**config.mk**
```make
export PLATFORM = sky130hd
export DESIGN_NAME = rq_to_r3_reduce
export DESIGN_NICKNAME = d
export VERILOG_FILES = /design/src/rtl/rq_to_r3_reduce.sv
export SDC_FILE = /design/constraint.sdc
export NUM_CORES = 1
export LEC_CHECK = 0
export ABC_CLOCK_PERIOD_IN_PS = 2850
export CAP_MARGIN = 15
export CORE_AREA = 3 3 108 110
export CTS_CLUSTER_DIAMETER = 150
export CTS_CLUSTER_SIZE = 8
export DETAILED_ROUTE_END_ITERATION = 16
export DIE_AREA = 0 0 111 113
export GPL_TIMING_DRIVEN = 0
export HOLD_SLACK_MARGIN = 0.03
export PLACE_DENSITY = 0.58
export SETUP_SLACK_MARGIN = 0.4
export SYNTH_ARGS = -nofsm -noshare
export SYNTH_HDL_FRONTEND = slang
export SYNTH_SLANG_ARGS = --single-unit
```
**constraint.sdc**
```tcl
create_clock -name clk -period 2.85 [get_ports clk]
set_input_delay 0.57 -clock clk [delete_from_list [all_inputs] [get_ports clk]]
set_output_delay 0.57 -clock clk [all_outputs]
set_load 0.005 [all_outputs]
```
**src/rtl/rq_to_r3_reduce.sv**
```systemverilog
// Rq -> R3 reduction stage: streams P coefficients, centres mod Q, reduces mod 3, tracks degp/zerocount.
// Optional weight counter and weight_ok flag enabled by defining R3_WEIGHT_CNT_EN.
module rq_to_r3_reduce #(
   parameter int P  = 757,
   parameter int Q  = 5167,
   parameter int W  = 286,
   parameter int AW = 11,
   parameter int QW = 13
) (
   input  logic          clk,
   input  logic          rst_n,
   input  logic          start,
   output logic          rq_rd_en,
   output logic [AW-1:0] rq_addr,
   input  logic [QW-1:0] rq_data,
   output logic          r3_we,
   output logic [AW-1:0] r3_addr,
   output logic [1:0]    r3_data,
   output logic [AW-1:0] degp,
   output logic [AW-1:0] zerocount,
   output logic          weight_ok,
   output logic          busy,
   output logic          done
);

   typedef enum logic [1:0] {IDLE, READ, DRAIN, DONE} state_t;

   localparam logic [QW-1:0] Q_L      = QW'(Q);
   localparam logic [QW-1:0] HALF_L   = QW'((Q - 1) / 2);
   localparam logic [AW-1:0] LAST_L   = AW'(P - 1);
   localparam logic [2:0]    WRAP_ADJ = 3'((3 - (Q % 3)) % 3);

   state_t          state;
   logic            drain_cnt;
   logic            s1_valid;
   logic [AW-1:0]   s1_idx;

   logic [QW-1:0]   c_red;
   logic            wrap;
   logic [1:0]      m0;
   logic [2:0]      msum;
   logic [1:0]      r_code;

   // Residue of v = c' - Q (when wrapped) is (c' mod 3) - (Q mod 3), so no signed subtract is needed.
   always_comb begin
      c_red  = (rq_data >= Q_L) ? rq_data - Q_L : rq_data;
      wrap   = (c_red > HALF_L);
      m0     = 2'(c_red % QW'(3));
      msum   = {1'b0, m0} + (wrap ? WRAP_ADJ : 3'd0);
      if (msum >= 3'd3) msum = msum - 3'd3;
      r_code = 2'b00;
      case (msum)
         3'd1:    r_code = 2'b01;
         3'd2:    r_code = 2'b11;
         default: r_code = 2'b00;
      endcase
   end

`ifdef R3_WEIGHT_CNT_EN
   logic [AW-1:0] weight;
   logic [AW-1:0] weight_nxt;
   assign weight_nxt = (r_code != 2'b00) ? weight + AW'(1) : weight;
`else
   assign weight_ok = 1'b0;
`endif

   always_ff @(posedge clk or negedge rst_n) begin
      if (!rst_n) begin
         state     <= IDLE;
         drain_cnt <= 1'b0;
         s1_valid  <= 1'b0;
         s1_idx    <= '0;
         rq_rd_en  <= 1'b0;
         rq_addr   <= '0;
         r3_we     <= 1'b0;
         r3_addr   <= '0;
         r3_data   <= 2'b00;
         degp      <= '0;
         zerocount <= '0;
         busy      <= 1'b0;
         done      <= 1'b0;
`ifdef R3_WEIGHT_CNT_EN
         weight    <= '0;
         weight_ok <= 1'b0;
`endif
      end else begin
         done     <= 1'b0;
         r3_we    <= 1'b0;
         // S1: rq_data for the address issued last cycle is on the bus now
         s1_valid <= rq_rd_en;
         s1_idx   <= rq_addr;

         // S2: write the reduced coefficient and update the counters
         if (s1_valid) begin
            r3_we   <= 1'b1;
            r3_addr <= s1_idx;
            r3_data <= r_code;
            if (r_code == 2'b00) zerocount <= zerocount + AW'(1);
            else                 degp      <= s1_idx;
`ifdef R3_WEIGHT_CNT_EN
            weight    <= weight_nxt;
            weight_ok <= (weight_nxt == AW'(W));
`endif
         end

         case (state)
            IDLE: begin
               if (start) begin
                  state     <= READ;
                  busy      <= 1'b1;
                  rq_rd_en  <= 1'b1;
                  rq_addr   <= '0;
                  degp      <= '0;
                  zerocount <= '0;
`ifdef R3_WEIGHT_CNT_EN
                  weight    <= '0;
                  weight_ok <= 1'b0;
`endif
               end
            end
            READ: begin
               if (rq_addr == LAST_L) begin
                  rq_rd_en  <= 1'b0;
                  drain_cnt <= 1'b0;
                  state     <= DRAIN;
               end else begin
                  rq_addr <= rq_addr + AW'(1);
               end
            end
            DRAIN: begin
               drain_cnt <= 1'b1;
               if (drain_cnt) begin
                  state <= DONE;
                  done  <= 1'b1;
               end
            end
            DONE: begin
               busy  <= 1'b0;
               state <= IDLE;
            end
            default: state <= IDLE;
         endcase
      end
   end

endmodule

```
# Yosys cells after proc, flatten, opt, wreduce, memory -nomap -nowiden

Cells that the tools add are included.
W data, S select, Z words.

Bits in registers: 65
Output and inout bits: 51
Word-level logic and storage cells: 69

Add/subtract/negate cells: 5
Divide/modulo/power cells: 1
Magnitude comparators: 3
Equal/unequal tests: 10
Multiplexer cells: 27
Reductions and logical operators: 10

Operator list:

| kind                     | count |
|---|---|
| $mux W11                 | 10 |
| $add A11 B1 Y11 const B  | 2 |
| $pmux W11 S2             | 1 |
| $ge A13 B13 Y1 const B   | 1 |
| $gt A13 B12 Y1 const B   | 1 |
| $mod A13 B2 Y13 const B  | 1 |
| $mux W13                 | 1 |
| $sub A13 B13 Y13 const B | 1 |
| $eq A11 B10 Y1 const B   | 1 |
| $reduce_and A3 Y1        | 3 |
| $mux W2                  | 4 |
| $ne A2 B2 Y1 const B     | 4 |
| $pmux W2 S4              | 1 |
| $pmux W1 S2              | 3 |
| $reduce_bool A2 Y1       | 3 |
| $mux W1                  | 5 |
| $eq A2 B2 Y1 const B     | 2 |
| $logic_not A2 Y1         | 2 |
| $pmux W2 S2              | 1 |
| $reduce_and A2 Y1        | 2 |
| $add A2 B2 Y3            | 1 |
| $eq A3 B1 Y1 const B     | 1 |
| $eq A3 B2 Y1 const B     | 1 |
| $ge A3 B2 Y1 const B     | 1 |
| 3 further kinds          | 3 |

# Longest topological paths before layout

Gate-level depths: netlist of run 1.

Depth after elaboration: 14
Depth in mapped cells: 31

# Worst setup path after synthesis of run 1

OpenSTA, ideal clock, no wires.

Kind: input port to flip-flop
Start point: in rq_data[6]
End point: reg zerocount[10]
Setup time: 79 ps
Arrival: 6,872 ps
Path slack: -4,102 ps
Stages on the path: 25
Buffers on the path: 2
Cells stage by stage: buf_6 or4_4 a211oi_2 a311o_1 o211ai_1 or3_1 a31o_2 a32o_1 or3_1 a41oi_2 o21ai_0 ha_1 nor2_1 a21oi_1 o21ai_0 o311ai_2 mux2_2 inv_1 fa_1 nor3b_1 o41ai_4 nand3_2 buf_2 nor4_2 mux2i_1

Longest elaborated chain between the ends: 14
Elaborated cells between the ends (all ways): 18
Classes of those cells: add/sub: 3; div: 1; order compare: 3; eq/ne: 2; mux: 8; reduce/logical: 1

Ends and longest elaborated chain:

| what                                                                    | line | source |
|---|---|---|
| start: declaration                                                      | 15   | `input logic [QW-1:0] rq_data,` |
| $sub A13 B13 Y13 / $ge A13 B13 Y1 (equally long branches)               | 46   | `c_red = (rq_data >= Q_L) ? rq_data - Q_L : rq_data;` |
| $mux W13 (*)                                                            | 46   |  |
| parallel branches: the longest is 2 deep, another holds $mod A13 B2 Y13 | --   |  |
| $add A2 B2 Y3 (*)                                                       | 49   | `msum = {1'b0, m0} + (wrap ? WRAP_ADJ : 3'd0);` |
| $sub A3 B2 Y3 / $ge A3 B2 Y1 (equally long branches)                    | 50   | `if (msum >= 3'd3) msum = msum - 3'd3;` |
| $mux W3 (*)                                                             | 50   |  |
| $eq A3 B2 Y1 / $eq A3 B1 Y1 (equally long branches)                     | 52   | `case (msum)` |
| $pmux W2 S2 (*)                                                         | 52   |  |
| $logic_not A2 Y1 (*)                                                    | 98   | `if (r_code == 2'b00) zerocount <= zerocount + AW'(1);` |
| $mux W11 (*)                                                            | 98   |  |
| $mux W11 (*)                                                            | 94   | `if (s1_valid) begin` |
| $mux W11                                                                | 108  | `if (start) begin` |
| $mux W11 (*)                                                            | 106  | `case (state)` |
| end signal: assignment                                                  | 98   |  |
| end: declaration                                                        | 20   | `output logic [AW-1:0] zerocount,` |

Every way passes the cells marked *.
A chain may end at the register's enable or synchronous reset.

# Final worst setup path of run 1

Start point: in rq_data[6]
End point: reg zerocount[6]

Same word-level chain as after synthesis.

==> metrics.txt, run 1 <==
DR vias 4081; period utilization 236.4%; Synth Warn # 0; Core Util, Final 60.24%; startpoint of the most critical register-to-register path rq_addr[1]; main area contributors after synthesis dfrtp_1 (38%), mux2i_1 (4.6%), nor2_1 (4.4%); post-DP HPWL 7.835 mm; dpl cell area 5214 µm²; Final Hold Fails 0; number of sinks handled by clock tree synthesis 65; GRT Resource Usage Total 18.32%; worst voltage drop across the vdd grid 496.1 µV; share of the yosys chip area belonging to registers 37.71%; post-DR vias/cell 5.560; Post-synth ARST share 100.0%; synthesized flop and latch total 65; TritonCTS clock tree yes; Pwr Density 759.1 nW/µm²; syn_nets 491; Avg WL per Cell 16.15 µm; setup repair after global routing missed its margin true; startpoint types primary input; overall routed net length 11.86 mm; CP dominant cell by count a21oi_2; number of enable flip-flop cells after synthesis 0; maximum number of pins on one net before global-route repair 66; terminus of the critical flop-to-flop path rq_addr[6]; per-instance average area after synthesis 9.335 µm²; global-route wire length before repair 19.34 mm; Die Area 12540 µm²; Antenna Diode Count 0; highest clock rate 0.1484 GHz; fraction of post-synthesis cell area in the top cell type by area 37.71%; Tightest Hold Check Type primary input to async pin; area overhead of the layout relative to synthesis 50.74%; number of antenna violations at the first check in global routing 0; final period demand of the worst path 6.739 ns; number of instances in the placed design 660; endpoint arrival time on the critical path 6.99 ns; transition at the pin with the smallest max-transition slack 1.351 ns; gate count after technology mapping 462; Root Driver clkbuf_8; Reg2Reg Setup Slack 0.59 ns; port bufs 58; last weighted congestion value of the routability-driven placer 0.8597; final routed DRC violation total 0; standard-cell row count 38; Critical Path Start rq_data[6]; total leakage power 2.736 nW; worst path required time 3.10 ns; dominant register cell in the synthesized netlist dfrtp_1; design internal power 0.003177 W; delay of the slowest cell on the worst path 0.56 ns; count of boundary I/O pins 67; Setup TNS Final -90.04 ns; NumNets Final 618; number of nets with antenna violations after detailed routing 0; sw frac 35.63%; Final Max Tran Viols 0; Clock Power Share 17.7%; die width 111 µm; Final Setup Violations 24; cell taking the most area after synthesis dfrtp_1; critical setup path kind primary input to register; Maximum Capacitance Violations 0; violated checks negative setup slack; result of the run finished with violations; Final Non-Filler Cells 734; Core Footprint 10790 µm²; Final Power 0.004935 W; Non-Filler Cell Area, Final 6501 µm²; Clock Skews 0.008806 ns; number of optimization iterations in the first detailed-route pass 4; CP max-delay cell or4_4; clock latency on the worst-skew pair 0.33 ns; maximum fanout count along the critical path 8; Overflow after GRT 0; DRC violation total after the first TritonRoute iteration 186; H-Tree Level Count 3; Worst-path clk slew 0.07 ns; worst rel slew slack 9.266%; number of cells on the worst reg-to-reg path 12; post-route worst setup slack -3.889 ns; TritonCTS Buffers 9; post-synth design cell area 4313 µm²; Die Y 113 µm; Critical Path Sink Type register; Psw 0.001759 W; initial core utilization 39.96%; vias in the first global route 4012; count of unique library cells instantiated by Yosys 83; layout cells sized above 1 35.86%; maximum buffer depth of the clock tree 2; Reg power frac 23.8%; part of the total power dissipated in combinational logic 58.5%
[flip-flops by register name (all words and copies together) (netlist names), 2 cells and up]
| signal | flops |
|---|---|
| degp | 11 |
| state | 2 |
| rq_addr | 11 |
| zerocount | 11 |
| r3_data | 2 |
| r3_addr | 11 |
| s1_idx | 11 |
[critical path: cells and delay by family]
family | cells | cell delay, ns
AO/OA/AOI/OAI | 14 | 2.88
AND/OR/NAND/NOR | 7 | 1.82
buffers and inverters | 6 | 0.70
adder cells (fa/ha/maj) | 2 | 0.64
multiplexers | 1 | 0.36
[worst max path at each step]
stage / depth (start not counted) / endpoint / slack [ns]
2_1_floorplan: 26 / zerocount[8] / -3.82
3_3_place_gp: 28 / zerocount[10] / -5.06
3_5_place_dp: 28 / zerocount[10] / -5.20
4_1_cts: 29 / zerocount[8] / -3.95
5_1_grt: 35 / zerocount[8] / -4.15
6_report: 30 / zerocount[6] / -3.89
[per-stage QoR]
| step | hold WS [ns] | setup slack, ns |
|---|---|---|
| 6_report | 0.3114 | -3.889 |
| 2_1_floorplan | 0.2744 | -3.815 |
| 5_1_grt | 0.3558 | -4.148 |
| 3_3_place_gp | 0.3584 | -5.064 |
| 4_1_cts | 0.3404 | -3.955 |
| 3_5_place_dp | 0.3561 | -5.201 |
[metal layers]
metal  up-vias  GRT usage, %  routed length (µm)
met5         -             0                   0
met4         0         4.598                 219
met3        21         3.529                 448
met2        96         32.85                6219
met1      2004         22.79                4968
li1       1960             -                   -
[synth_stat cells, types with 7 or more instances]
cell	instances
or3_1	9
nand2_1	34
nor2_1	51
a21oi_1	26
xor2_1	12
mux2i_1	20
inv_1	19
nand4_1	10
nand3_1	16
mux2_2	15
ha_1	12
dfrtp_1	65
buf_2	7
clkbuf_1	8
nor3_1	13
xnor2_1	12
o21ai_0	17
[cell type report]
type                       instances  area (µm²)
sequential                        65        1628
clock buffer                      11       151.4
clock inverter                     5       77.57
timing repair buffer             116        1069
multi-input combinational        358        3173
buffer                            19       150.1
fill                             891        4292
inverter                          20       77.57
tap                              140       175.2
[placed cells by master, fill, tap and decap left out, types with 4 or more instances in the layout]
| cell | netlist | final |
|---|---|---|
| mux2i_1 | 20 | 18 |
| a21oi_2 | 0 | 7 |
| o21ai_1 | 2 | 5 |
| xnor2_1 | 12 | 10 |
| nand3_1 | 16 | 16 |
| nand4_1 | 10 | 10 |
| ha_1 | 12 | 8 |
| and2_1 | 4 | 4 |
| nor4_4 | 0 | 4 |
| nor3_4 | 0 | 4 |
| a21oi_1 | 26 | 18 |
| clkbuf_1 | 8 | 5 |
| buf_6 | 2 | 10 |
| buf_4 | 1 | 51 |
| dfrtp_1 | 65 | 64 |
| inv_1 | 19 | 17 |
| nor2_1 | 51 | 44 |
| nor3_1 | 13 | 6 |
| o211ai_1 | 6 | 6 |
| a211oi_4 | 1 | 5 |
| or3_1 | 9 | 6 |
| clkdlybuf4s50_1 | 0 | 50 |
| clkbuf_8 | 0 | 11 |
| buf_2 | 7 | 6 |
| nand2_2 | 0 | 5 |
| nor2_4 | 0 | 4 |
| o21ai_0 | 17 | 10 |
| nand2_1 | 34 | 28 |
| xor2_1 | 12 | 11 |
| mux2_2 | 15 | 14 |
[cell families after synthesis]
group | Yosys count | share of synthesized area (%)
AND/OR/NAND/NOR | 177 | 21.58
AO/OA/AOI/OAI | 108 | 19.21
flip-flops | 65 | 37.71
buffers and inverters | 39 | 4.032
multiplexers | 35 | 8.558
XOR/XNOR | 24 | 4.874
adder cells (fa/ha/maj) | 13 | 3.945
other | 1 | 0.08695
[power groups by stage]
stage | logic (W) | clock network, W | registers, W
5_1_grt | 0.00312 | 0.000939 | 0.00120
6_report | 0.00289 | 0.000875 | 0.00117
3_3_place_gp | 0.00188 | 0 | 0.00119
2_1_floorplan | 0.00141 | 0 | 0.00117
4_1_cts | 0.00240 | 0.000895 | 0.00118
3_5_place_dp | 0.00191 | 0 | 0.00119
[timing repair]
action,in CTS,in global routing
hold buffers,0,0
gates cloned,1,0
endpoints found under the hold margin,0,0
setup endpoints to repair,29,30
gates resized for setup,75,89
pin swaps,29,49
buffers inserted,31,26
(Power assumes the default switching activity.)
==> inputs of run 2 (changes only) <==
--- a/config.mk
+++ b/config.mk
@@ -6,9 +6,9 @@
 export NUM_CORES = 1
 export LEC_CHECK = 0
 export ABC_CLOCK_PERIOD_IN_PS = 2850
-export CAP_MARGIN = 15
+export CAP_MARGIN = 25
 export CORE_AREA = 3 3 108 110
-export CTS_CLUSTER_DIAMETER = 150
+export CTS_CLUSTER_DIAMETER = 60
 export CTS_CLUSTER_SIZE = 8
 export DETAILED_ROUTE_END_ITERATION = 16
 export DIE_AREA = 0 0 111 113
==> results of run 2 <==
The final DEF is identical to that of run 1; final timing and power are the same.
==> inputs of run 3 (changes only) <==
--- a/config.mk
+++ b/config.mk
@@ -7,14 +7,14 @@
 export LEC_CHECK = 0
 export ABC_CLOCK_PERIOD_IN_PS = 2850
 export CAP_MARGIN = 25
-export CORE_AREA = 3 3 108 110
+export CORE_AREA = 3 3 97 99
 export CTS_CLUSTER_DIAMETER = 60
 export CTS_CLUSTER_SIZE = 8
 export DETAILED_ROUTE_END_ITERATION = 16
-export DIE_AREA = 0 0 111 113
+export DIE_AREA = 0 0 100 102
 export GPL_TIMING_DRIVEN = 0
 export HOLD_SLACK_MARGIN = 0.03
-export PLACE_DENSITY = 0.58
+export PLACE_DENSITY = 0.7
 export SETUP_SLACK_MARGIN = 0.4
 export SYNTH_ARGS = -nofsm -noshare
 export SYNTH_HDL_FRONTEND = slang
==> metrics.txt, run 3 (synthesis gave the netlist of run 1 again) <==
Maximum Capacitance Violations 0 (unchanged); post-route worst setup slack -3.838 ns (+0.05036 ns); DRC violation total after the first TritonRoute iteration 146 (-22%); area overhead of the layout relative to synthesis 50.57%; count of boundary I/O pins 67 (unchanged); setup repair after global routing missed its margin true; Die Y 102 µm (-9.7%); maximum fanout count along the critical path 4 (-4); port bufs 58 (unchanged); final period demand of the worst path 6.688 ns (-0.05036 ns); Final Hold Fails 0 (unchanged); TritonCTS clock tree yes; top library cells by usage in the layout, fill and taps aside dfrtp_1 (65), buf_4 (55), clkdlybuf4s50_1 (50); CP max-delay cell or4_4; Psw 0.001787 W (+1.6%); post-DR vias/cell 5.841 (+5.1%); design internal power 0.003143 W (-1.0%); TritonCTS Buffers 9 (unchanged); Final Setup Violations 24 (unchanged); Die Area 10200 µm² (-19%); number of antenna violations at the first check in global routing 0 (unchanged); Tightest Hold Check Type primary input to async pin; Core Util, Final 75.20% (+15 points); worst path required time 3.12 ns (+0.02 ns); period utilization 234.7% (-1.8 points); H-Tree Level Count 3 (unchanged); Register Area 1627 µm² (about the same); worst rel slew slack 26.07% (+17 points); Pwr Density 759.3 nW/µm² (about the same); Core Footprint 8636 µm² (-20%); post-DP HPWL 7.688 mm (-1.9%); maximum buffer depth of the clock tree 2 (unchanged); area of combinational cells with multiple inputs 3184 µm² (+0.35%); Antenna Diode Count 0 (unchanged); Final Non-Filler Cells 705 (-4.0%); endpoint arrival time on the critical path 6.96 ns (-0.03 ns); transition at the pin with the smallest max-transition slack 1.101 ns (-0.2503 ns); CP dominant cell by count buf_4; Final Hold Slack 0.2956 ns (-0.01582 ns); Setup TNS Final -89.39 ns (+0.6544 ns); layout cells sized above 1 36.01% (+0.15 points); number of instances in the placed design 628 (-4.8%); standard-cell row count 34 (-11%); final routed DRC violation total 0 (unchanged); vias in the first global route 4134 (+3.0%); initial core utilization 49.94% (+10 points); DR vias 4118 (+0.91%); violated checks negative setup slack; delay of the slowest cell on the worst path 0.57 ns (about the same); highest clock rate 0.1495 GHz (+0.75%); Avg WL per Cell 17.50 µm (+8.4%); delay-heaviest family, CP compound AO/OA/AOI/OAI gates; clock latency on the worst-skew pair 0.34 ns (about the same); number of nets with antenna violations after detailed routing 0 (unchanged); Clock Skews 0.006609 ns (-0.002197 ns); part of the total power dissipated in combinational logic 57.2% (-1.3 points); die width 100 µm (-9.9%); number of inserted filler cells in the final layout 605 (-32%); result of the run finished with violations; worst voltage drop across the vdd grid 490.4 µV (-1.1%); startpoint types primary input; overall routed net length 12.34 mm (+4.1%); GRT Resource Usage Total 24.07% (+5.7 points); Critical path buffers and inverters 6 (unchanged); sw frac 36.25% (+0.61 points); Root Driver clkbuf_8; most frequent standard cell in the layout excluding fill and tap cells dfrtp_1; number of optimization iterations in the first detailed-route pass 4 (unchanged); maximum number of pins on one net before global-route repair 66 (unchanged); critical setup path kind primary input to register; NumNets Final 621 (+0.49%); Final Max Tran Viols 0 (unchanged); total leakage power 2.748 nW (+0.45%); Critical Path Sink Type register; Reg power frac 23.9% (about the same); number of sinks handled by clock tree synthesis 65 (unchanged); last weighted congestion value of the routability-driven placer 0.8874 (+3.2%); Overflow after GRT 0 (unchanged); Clock Power Share 19.0% (+1.3 points); Worst-path clk slew 0.08 ns (about the same); global-route wire length before repair 20.05 mm (+3.7%)
==> run 3: through the flow <==
stage          instance area, µm²  setup WS (ns)  total power (W)
2_1_floorplan                4461         -3.815         0.002587
3_3_place_gp                 5176         -5.053         0.003047
3_5_place_dp                 5174         -5.106         0.003088
4_1_cts                      6186         -3.809         0.004754
5_1_grt                      6494         -4.076         0.005254
6_report                     6494         -3.838         0.004931
==> run 3: worst register-to-register path: stages (launching register included) <==
cell and delay, ns:
dfrtp_1 0.39, inv_1 0.08, ha_1 0.19, buf_2 0.16
nor2b_2 0.18, o21bai_1 0.17, inv_1 0.09, and3_1 0.20
and2_4 0.16, nand3_1 0.08, nor2_1 0.20, nand2_1 0.10
xor2_1 0.14, nor2_1 0.05
==> run 3: power groups by stage <==
| stage | Clock (W) | Sequential, W | Combinational (W) |
|---|---|---|---|
| detailed placement | 0 | 0.00119 | 0.00190 |
| finish | 0.000935 | 0.00118 | 0.00282 |
| floorplan | 0 | 0.00117 | 0.00141 |
| global placement | 0 | 0.00119 | 0.00186 |
| global route | 0.00100 | 0.00119 | 0.00306 |
| CTS | 0.000951 | 0.00117 | 0.00263 |
==> run 3: worst paths after layout <==
check | start | endpoint | slack (ns) | cells after the start
setup / recovery | rq_data[9] | zerocount[6] | -3.84 | 30
hold / removal | rst_n | r3_data[1] | 0.30 | 1
setup reg to reg | state[0] | rq_addr[7] | 0.53 | 13
hold reg to reg | s1_valid | r3_we | 0.39 | 0
max in group asynchronous | rst_n | rq_addr[10] | 2.02 | 1
min in group clk | s1_valid | r3_we | 0.39 | 0
==> run 3: cell type report <==
cell class	count	share of cell area, %
Buffer	19	2.235
Clock buffer	9	1.908
Clock inverter	7	1.830
Inverter	20	1.252
Multi-Input combinational cell	358	49.04
Sequential cell	65	25.05
Tap cell	108	2.081
Timing Repair Buffer	119	16.61
==> run 3: what timing repair did <==
action | 4_1_cts | 5_1_grt
pin swaps | 44 | 30
endpoints found under the setup margin | 29 | 30
setup buffers | 48 | 12
hold buffers | 0 | 0
resized for setup | 98 | 60
cloned | 1 | 0
==> run 3: metal layers <==
metal | wire (µm) | up-vias | track usage, %
li1 | - | 1970 | -
met1 | 5265 | 2027 | 30.80
met2 | 6461 | 102 | 43.15
met3 | 420 | 19 | 3.618
met4 | 192 | 0 | 5.699
met5 | 0 | - | 0
